File: src/rtl/dma_descriptor_sequencer.sv
// dma_descriptor_sequencer: queues DMA descriptors and programs the
// dma_engine CSR slave (regs 1..4, go, wait irq, read status) per entry.
module dma_descriptor_sequencer #(
   parameter int          WIDTHD     = 32,
   parameter int          FIFO_DEPTH = 4,
   parameter int unsigned GO_VALUE   = 1
) (
   input  logic                        clock,
   input  logic                        clock_areset_n,
   input  logic                        enable,
   input  logic                        d_valid,
   input  logic [4*WIDTHD-1:0]         d_data,
   output logic                        d_ready,
   output logic [$clog2(FIFO_DEPTH):0] fifo_level,
   output logic [3:0]                  m_address,
   output logic [WIDTHD-1:0]           m_writedata,
   input  logic [WIDTHD-1:0]           m_readdata,
   output logic                        m_write,
   output logic                        m_read,
   input  logic                        m_waitrequest,
   input  logic                        m_readdatavalid,
   input  logic                        dma_irq,
   output logic                        busy,
   output logic                        done,
   output logic [WIDTHD-1:0]           done_status
);

   localparam int AW = $clog2(FIFO_DEPTH);
   localparam logic [AW:0] FULL = FIFO_DEPTH[AW:0];

   typedef enum logic [2:0] {
      S_IDLE,
      S_WR,
      S_GO,
      S_WAIT_IRQ,
      S_RD,
      S_RD_WAIT,
      S_DONE
   } state_t;

   state_t state;

   logic [4*WIDTHD-1:0] mem [FIFO_DEPTH];
   logic [AW-1:0]       wr_ptr;
   logic [AW-1:0]       rd_ptr;
   logic [AW:0]         count;
   logic                push;
   logic                pop;

   logic [4*WIDTHD-1:0] desc;
   logic [2:0]          idx;

   assign d_ready    = (count != FULL);
   assign fifo_level = count;
   assign push       = d_valid && d_ready;
   assign pop        = (state == S_IDLE) && (count != '0) && enable;

   // descriptor storage; contents need no reset, the pointers gate use
   always_ff @(posedge clock) begin
      if (push) begin
         mem[wr_ptr] <= d_data;
      end
   end

   // queue pointers and occupancy
   always_ff @(posedge clock or negedge clock_areset_n) begin
      if (!clock_areset_n) begin
         wr_ptr <= '0;
         rd_ptr <= '0;
         count  <= '0;
      end else begin
         if (push) begin
            wr_ptr <= wr_ptr + 1'b1;
         end
         if (pop) begin
            rd_ptr <= rd_ptr + 1'b1;
         end
         case ({push, pop})
            2'b10:   count <= count + 1'b1;
            2'b01:   count <= count - 1'b1;
            default: count <= count;
         endcase
      end
   end

   // per-descriptor CSR programming sequence with registered bus outputs
   always_ff @(posedge clock or negedge clock_areset_n) begin
      if (!clock_areset_n) begin
         state       <= S_IDLE;
         desc        <= '0;
         idx         <= '0;
         m_address   <= '0;
         m_writedata <= '0;
         m_write     <= 1'b0;
         m_read      <= 1'b0;
         busy        <= 1'b0;
         done        <= 1'b0;
         done_status <= '0;
      end else begin
         unique case (state)
            S_IDLE: begin
               done <= 1'b0;
               if (pop) begin
                  desc        <= mem[rd_ptr];
                  idx         <= 3'd1;
                  m_address   <= 4'd1;
                  m_writedata <= mem[rd_ptr][WIDTHD-1:0];
                  m_write     <= 1'b1;
                  busy        <= 1'b1;
                  state       <= S_WR;
               end
            end
            S_WR: begin
               if (!m_waitrequest) begin
                  if (idx == 3'd4) begin
                     m_address   <= 4'd0;
                     m_writedata <= WIDTHD'(GO_VALUE);
                     state       <= S_GO;
                  end else begin
                     idx         <= idx + 3'd1;
                     m_address   <= {1'b0, idx + 3'd1};
                     m_writedata <= desc[2*WIDTHD-1:WIDTHD];
                     desc        <= desc >> WIDTHD;
                  end
               end
            end
            S_GO: begin
               if (!m_waitrequest) begin
                  m_write <= 1'b0;
                  state   <= S_WAIT_IRQ;
               end
            end
            S_WAIT_IRQ: begin
               if (dma_irq) begin
                  m_read    <= 1'b1;
                  m_address <= 4'd0;
                  state     <= S_RD;
               end
            end
            S_RD: begin
               if (!m_waitrequest) begin
                  m_read <= 1'b0;
                  if (m_readdatavalid) begin
                     done_status <= m_readdata;
                     done        <= 1'b1;
                     state       <= S_DONE;
                  end else begin
                     state <= S_RD_WAIT;
                  end
               end
            end
            S_RD_WAIT: begin
               if (m_readdatavalid) begin
                  done_status <= m_readdata;
                  done        <= 1'b1;
                  state       <= S_DONE;
               end
            end
            S_DONE: begin
               done  <= 1'b0;
               busy  <= 1'b0;
               state <= S_IDLE;
            end
            default: state <= S_IDLE;
         endcase
      end
   end

endmodule

File: config.mk
export PLATFORM = sky130hd
export DESIGN_NAME = dma_descriptor_sequencer
export DESIGN_NICKNAME = d
export VERILOG_FILES = /design/src/rtl/dma_descriptor_sequencer.sv
export SDC_FILE = /design/constraint.sdc
export NUM_CORES = 1
export LEC_CHECK = 0
export ABC_AREA = 1
export CAP_MARGIN = 20
export CORE_AREA = 2 2 204 356
export CTS_BUF_LIST = sky130_fd_sc_hd__clkbuf_2 sky130_fd_sc_hd__clkbuf_4 sky130_fd_sc_hd__clkbuf_8
export DETAILED_ROUTE_END_ITERATION = 7
export DIE_AREA = 0 0 206 358
export PLACE_DENSITY = 0.62
export REMOVE_ABC_BUFFERS = 1
export SETUP_SLACK_MARGIN = 0.15
export SYNTH_ARGS = -nofsm -noshare
export SYNTH_HDL_FRONTEND = slang
export SYNTH_SLANG_ARGS = --single-unit
File: constraint.sdc
create_clock -name clock -period 21 [get_ports clock]
set_input_delay 2.1 -clock clock [delete_from_list [all_inputs] [get_ports clock]]
set_output_delay 2.1 -clock clock [all_outputs]
set_load 0.01 [all_outputs]
; ---- Word level (Yosys, flattened, before mapping)
; Memory sizes are Yosys's and may differ from the RTL's.
; Cells that the tools add are included.
[word_totals]
word_cells = 100
mem_count = 1
ram_bits = 512
input_bits = 167
register_bits = 213
[classes]
mux = 40
eq_ne = 18
add_sub_neg = 5
reduce_logical = 23
[memory_table]
columns = memory, depth, width, rd, rd_clocked_by_memory_dff, write_ports, line
row1 = mem, 4, 128, 1, 0, 1, 43  ; logic [4*WIDTHD-1:0] mem [FIFO_DEPTH];
[op_table]
columns = operator, n
row1 = 128-bit two-way mux, 3
row2 = 128-bit case mux with 2 select lines, 1
row3 = 32-bit two-way mux, 5
row4 = 32-bit case mux with 2 select lines, 2
row5 = 3-bit two-way mux, 10
row6 = 3-bit case mux with 6 select lines, 1
row7 = 2-bit != test (second input constant), 8
row8 = 3-bit == test (second input constant), 4
row9 = 4-bit two-way mux, 3
row10 = 3-bit case mux with 2 select lines, 2
row11 = 4-bit case mux with 3 select lines, 1
row12 = 2-bit nonzero test, 6
row13 = 3-bit AND reduction, 3
row14 = 3-bit nonzero test, 3
row15 = 4-bit AND reduction, 2
row16 = 1-bit two-way mux, 7
row17 = 7-bit AND reduction, 1
row18 = 3-bit by 1-bit adder with 3-bit output (second input constant), 2
row19 = 3-bit by 2-bit == test with 1-bit output (second input constant), 2
row20 = 1-bit case mux with 2 select lines, 3
row21 = 2-bit AND reduction, 3
row22 = 2-bit by 1-bit adder with 2-bit output (second input constant), 2
row23 = 3-bit by 1-bit == test with 1-bit output (second input constant), 1
row24 = 1-bit logical AND, 3
row25 = other kinds (8), 8

; ---- Longest topological paths before layout
[logic_depth]
depth_word = 5
depth_mapped = 12
depth_no_buf = 11

; ---- Worst setup path after synthesis
; OpenSTA, ideal clock, no wires.
[synth_timing]
path_type = input to register
start = input port d_valid
end = memory mem[0][0] in the netlist's numbering (enable)
arrival_time_ps = 7603
stages = 2
setup_slack_ps = 12780
setup_ps = 617
t_required_ps = 20383
cell_sequence = nand2_1 nor2_1
[synth_between]
elab_chain_cells = 3
[synth_rtl]
columns = item, line
row1 = start: declaration, 11  ; input logic d_valid,
row2 = 1-bit logical AND, 55  ; assign push = d_valid && d_ready;
row3 = 1-bit two-way mux, 60  ; if (push) begin
row4 = 1-bit two-way mux (implied by the code), 61  ; mem[wr_ptr] <= d_data;
row5 = end: declaration, 43
; Every way passes these cells.

; ---- Worst setup path after layout
[layout_timing]
start = register count[0] (netlist: fifo_level[0])
end = output port d_ready
[layout_between]
elab_chain_cells = 1
[layout_rtl]
columns = item, line
row1 = start: declaration, 46  ; logic [AW:0] count;
row2 = start signal: assignment, 79  ; 2'b10: count <= count + 1'b1;
row3 = start signal: assignment, 80  ; 2'b01: count <= count - 1'b1;
row4 = start signal: assignment, 81  ; default: count <= count;
row5 = 3-bit != test, 53  ; assign d_ready = (count != FULL);
row6 = end: declaration, 13  ; output logic d_ready,
; Every way passes these cells.

==> flow_summary.ini <==
[run_status]
status = completed

[final_layout]
area_growth_pct = 18.7
final_cell_mix = 1221 x nand2_1, 512 x edfxtp_1, 240 x clkdlybuf4s50_1
stdcell_area_sq_mm = 0.0332
final_common_cell = nand2_1
drive_above_1_share = 0.0686
nets = 3048
finalNonFillerCells = 3881
fill_cells = 6439
post-route-util = 0.470

[clock_network]
post-cts-setup-buffers = 0
ctsResizeCount = 0
cts.reportedPaths.clkPinSlew_ps = 60
htree_levels = 3
clockRootBuffer = clkbuf_8
cts_buffers = 97
cts_tree = yes
clockBufferDepth = 3
cts.sink_count = 692
clkLatencyLatePin_ps = 710
postCtsHoldBufs = 0

[logic_synthesis]
synthCells = 2662
yosys.area.top_type = edfxtp_1
yosysTopAreaCellShare = 0.549
synth_edf_count = 512
synth_flop_cell = edfxtp_1
ys_warn_count = 0
ys_seq_elements = 692
synthDistinctLibCells = 27
synthTopCellsByArea = edfxtp_1 55%, nand2_1 16%, dfrtp_1 16%, nand3_1 3.6%, a21oi_1 2.4%
async_reset_ff_frac = 0.260
syn_area_sq_mm = 0.0280
ys_seq_area_frac = 0.710
avgSynthCellArea_sq_um = 10.5

[routing]
drt_drc_violations_left = 0
vias = 19100
first_pass_iters = 6
routed_wl_mm = 68.3
wl_per_cell_microns = 17.6
drt_iter0_drc = 1362
routed_via_density = 4.93
drt.antenna.violating_nets = 0

[floorplanning]
fp.dieH_microns = 358
core-area_sq_mm = 0.0707
die_area_sq_mm = 0.0737
die_w_microns = 206
initial_core_util = 0.396
num_rows = 129
io_pins = 243

[global_routing]
grt_antenna_before_repair = 10
use_met2 = 0.326
use_met3 = 0.0389
grt-ovfl-total = 0
grt_start_max_net_pins = 169
grt_pass1_wl_mm = 106
busiest_layer = met2
grt_use_met1 = 0.217
grtUsageTotal = 0.186
grt_pass1_vias = 19900

[worst_setup_path]
cp.depth = 3
cp_slowest_stage_delay_ps = 480
timing.critical_path.from = fifo_level[0]
reg2reg_depth = 8
path_cells = nor2_1 -> nand2_1 -> clkdlybuf4s50_1
setup.worst_path.start_class = register
cp.arrival_ps = 1830
worstSetupEndpointType = primary output
r2r_slack_ps = 17970
slowest_stage = clkdlybuf4s50_1
r2r-start = rd_ptr[0]
cp.required_ps = 18900
critPathBufInv = 1
cp_top_family = buffers and inverters
cp_max_fo = 4
path_class = register to primary output

[timing]
relSlewSlack = 0.272
finalHoldViolations = 0
rsz0062_at_grt = false
max_freq_mhz = 254
fin_crit_sh = 0.187
fin_skew_ps = 26.4
period_needed_ps = 3930
worstMarginPinSlew_ps = 1090
finalSetupViolCount = 0
holdWs_ps = 472
report.final.slew_viol_count = 0
setup_tns_ps = 0

[min_path]
min_path_cells = 2
hold_path_class = register to register
worstHoldStart = m_address[2]

[power]
worst_ir_drop_vdd_mv = 0.130
power_density_mw_per_mm2 = 148
leakage_nw = 14.0

[placed_design]
dp.cells = 3691
placement.cell_area_sq_mm = 0.0312
io_buffers = 241
place_hpwl_mm = 36.7
routabilityCongestion = 0.738

[job]
maxCapViolCount = 0
-- flip-flops by register name, summed over array words and instances, names as in the netlist --
name         flops
done             1
m_read           1
rd_ptr           2
done_status     32
m_write          1
state            3
m_address        3
fifo_level       3
desc            96
idx              3
busy             1
wr_ptr           2
mem            512
m_writedata     32
-- path summary, 6_finish.rpt --
path / end
min: m_address[2]
min reg2reg: m_address[2]
min in group asynchronous: m_writedata[3]
max: d_ready
max in group asynchronous: desc[122]
max reg2reg: desc[93]
-- logic make-up after synthesis --
| kind of cell | after synthesis | share of synthesized area |
|---|---|---|
| adders and majority gates | 8 | 0.00384 |
| xor gates and xnor gates | 5 | 0.00156 |
| AOI/OAI and AO/OA | 176 | 0.0317 |
| and+or+nand+nor | 1514 | 0.213 |
| buffers and inverters | 266 | 0.0402 |
| other | 1 | 0.000134 |
| DFF | 692 | 0.710 |
-- synthesized netlist by cell type, types with 3 or more instances --
| cell type | n |
|---|---|
| dfrtp_1 | 180 |
| buf_4 | 9 |
| a21oi_1 | 134 |
| inv_1 | 114 |
| buf_1 | 5 |
| xor2_1 | 3 |
| nor2_1 | 83 |
| edfxtp_1 | 512 |
| nand2_1 | 1222 |
| buf_2 | 67 |
| ha_1 | 7 |
| clkbuf_1 | 65 |
| nand3_1 | 203 |
| o21ai_0 | 41 |
-- area by class of cell --
type / instances / area (sq um) / share of cell area
Sequential cell: 692 / 19900 / 0.598
Antenna cell: 6 / 15.0 / 0.000452
Tap cell: 917 / 1150 / 0.0345
Clock buffer: 146 / 1820 / 0.0546
Clock inverter: 38 / 230 / 0.00693
Timing Repair Buffer: 259 / 2620 / 0.0789
Inverter: 119 / 459 / 0.0138
Multi-Input combinational cell: 1704 / 7070 / 0.213
-- layer usage --
layer | vias to the layer above | part of all wire
met5 | - | 0.00069
met2 | 557 | 0.50
met4 | 8 | 0.034
met3 | 131 | 0.060
met1 | 9273 | 0.40
li1 | 9178 | -
-- worst min-delay path, delay by kind of cell (launching register included) --
| kind | cells | cell delay [ps] |
|---|---|---|
| flip-flops | 1 | 340 |
| AND/OR/NAND/NOR | 2 | 110 |
-- power breakdown --
group / internal, mW / leakage (nW) / switching, mW
combinational: 0.592 / 6.01 / 1.24
clock: 0.571 / 1.10 / 0.509
sequential: 1.87 / 6.91 / 0.151
-- per-stage QoR --
step                setup slack (ps)  total power, mW
CTS                            17010             4.99
detailed placement             16420             3.90
global placement               16280             3.83
global route                   16930             5.31
floorplan                      10210             3.29
finish                         17070             4.93
(Power assumes the default switching activity.)
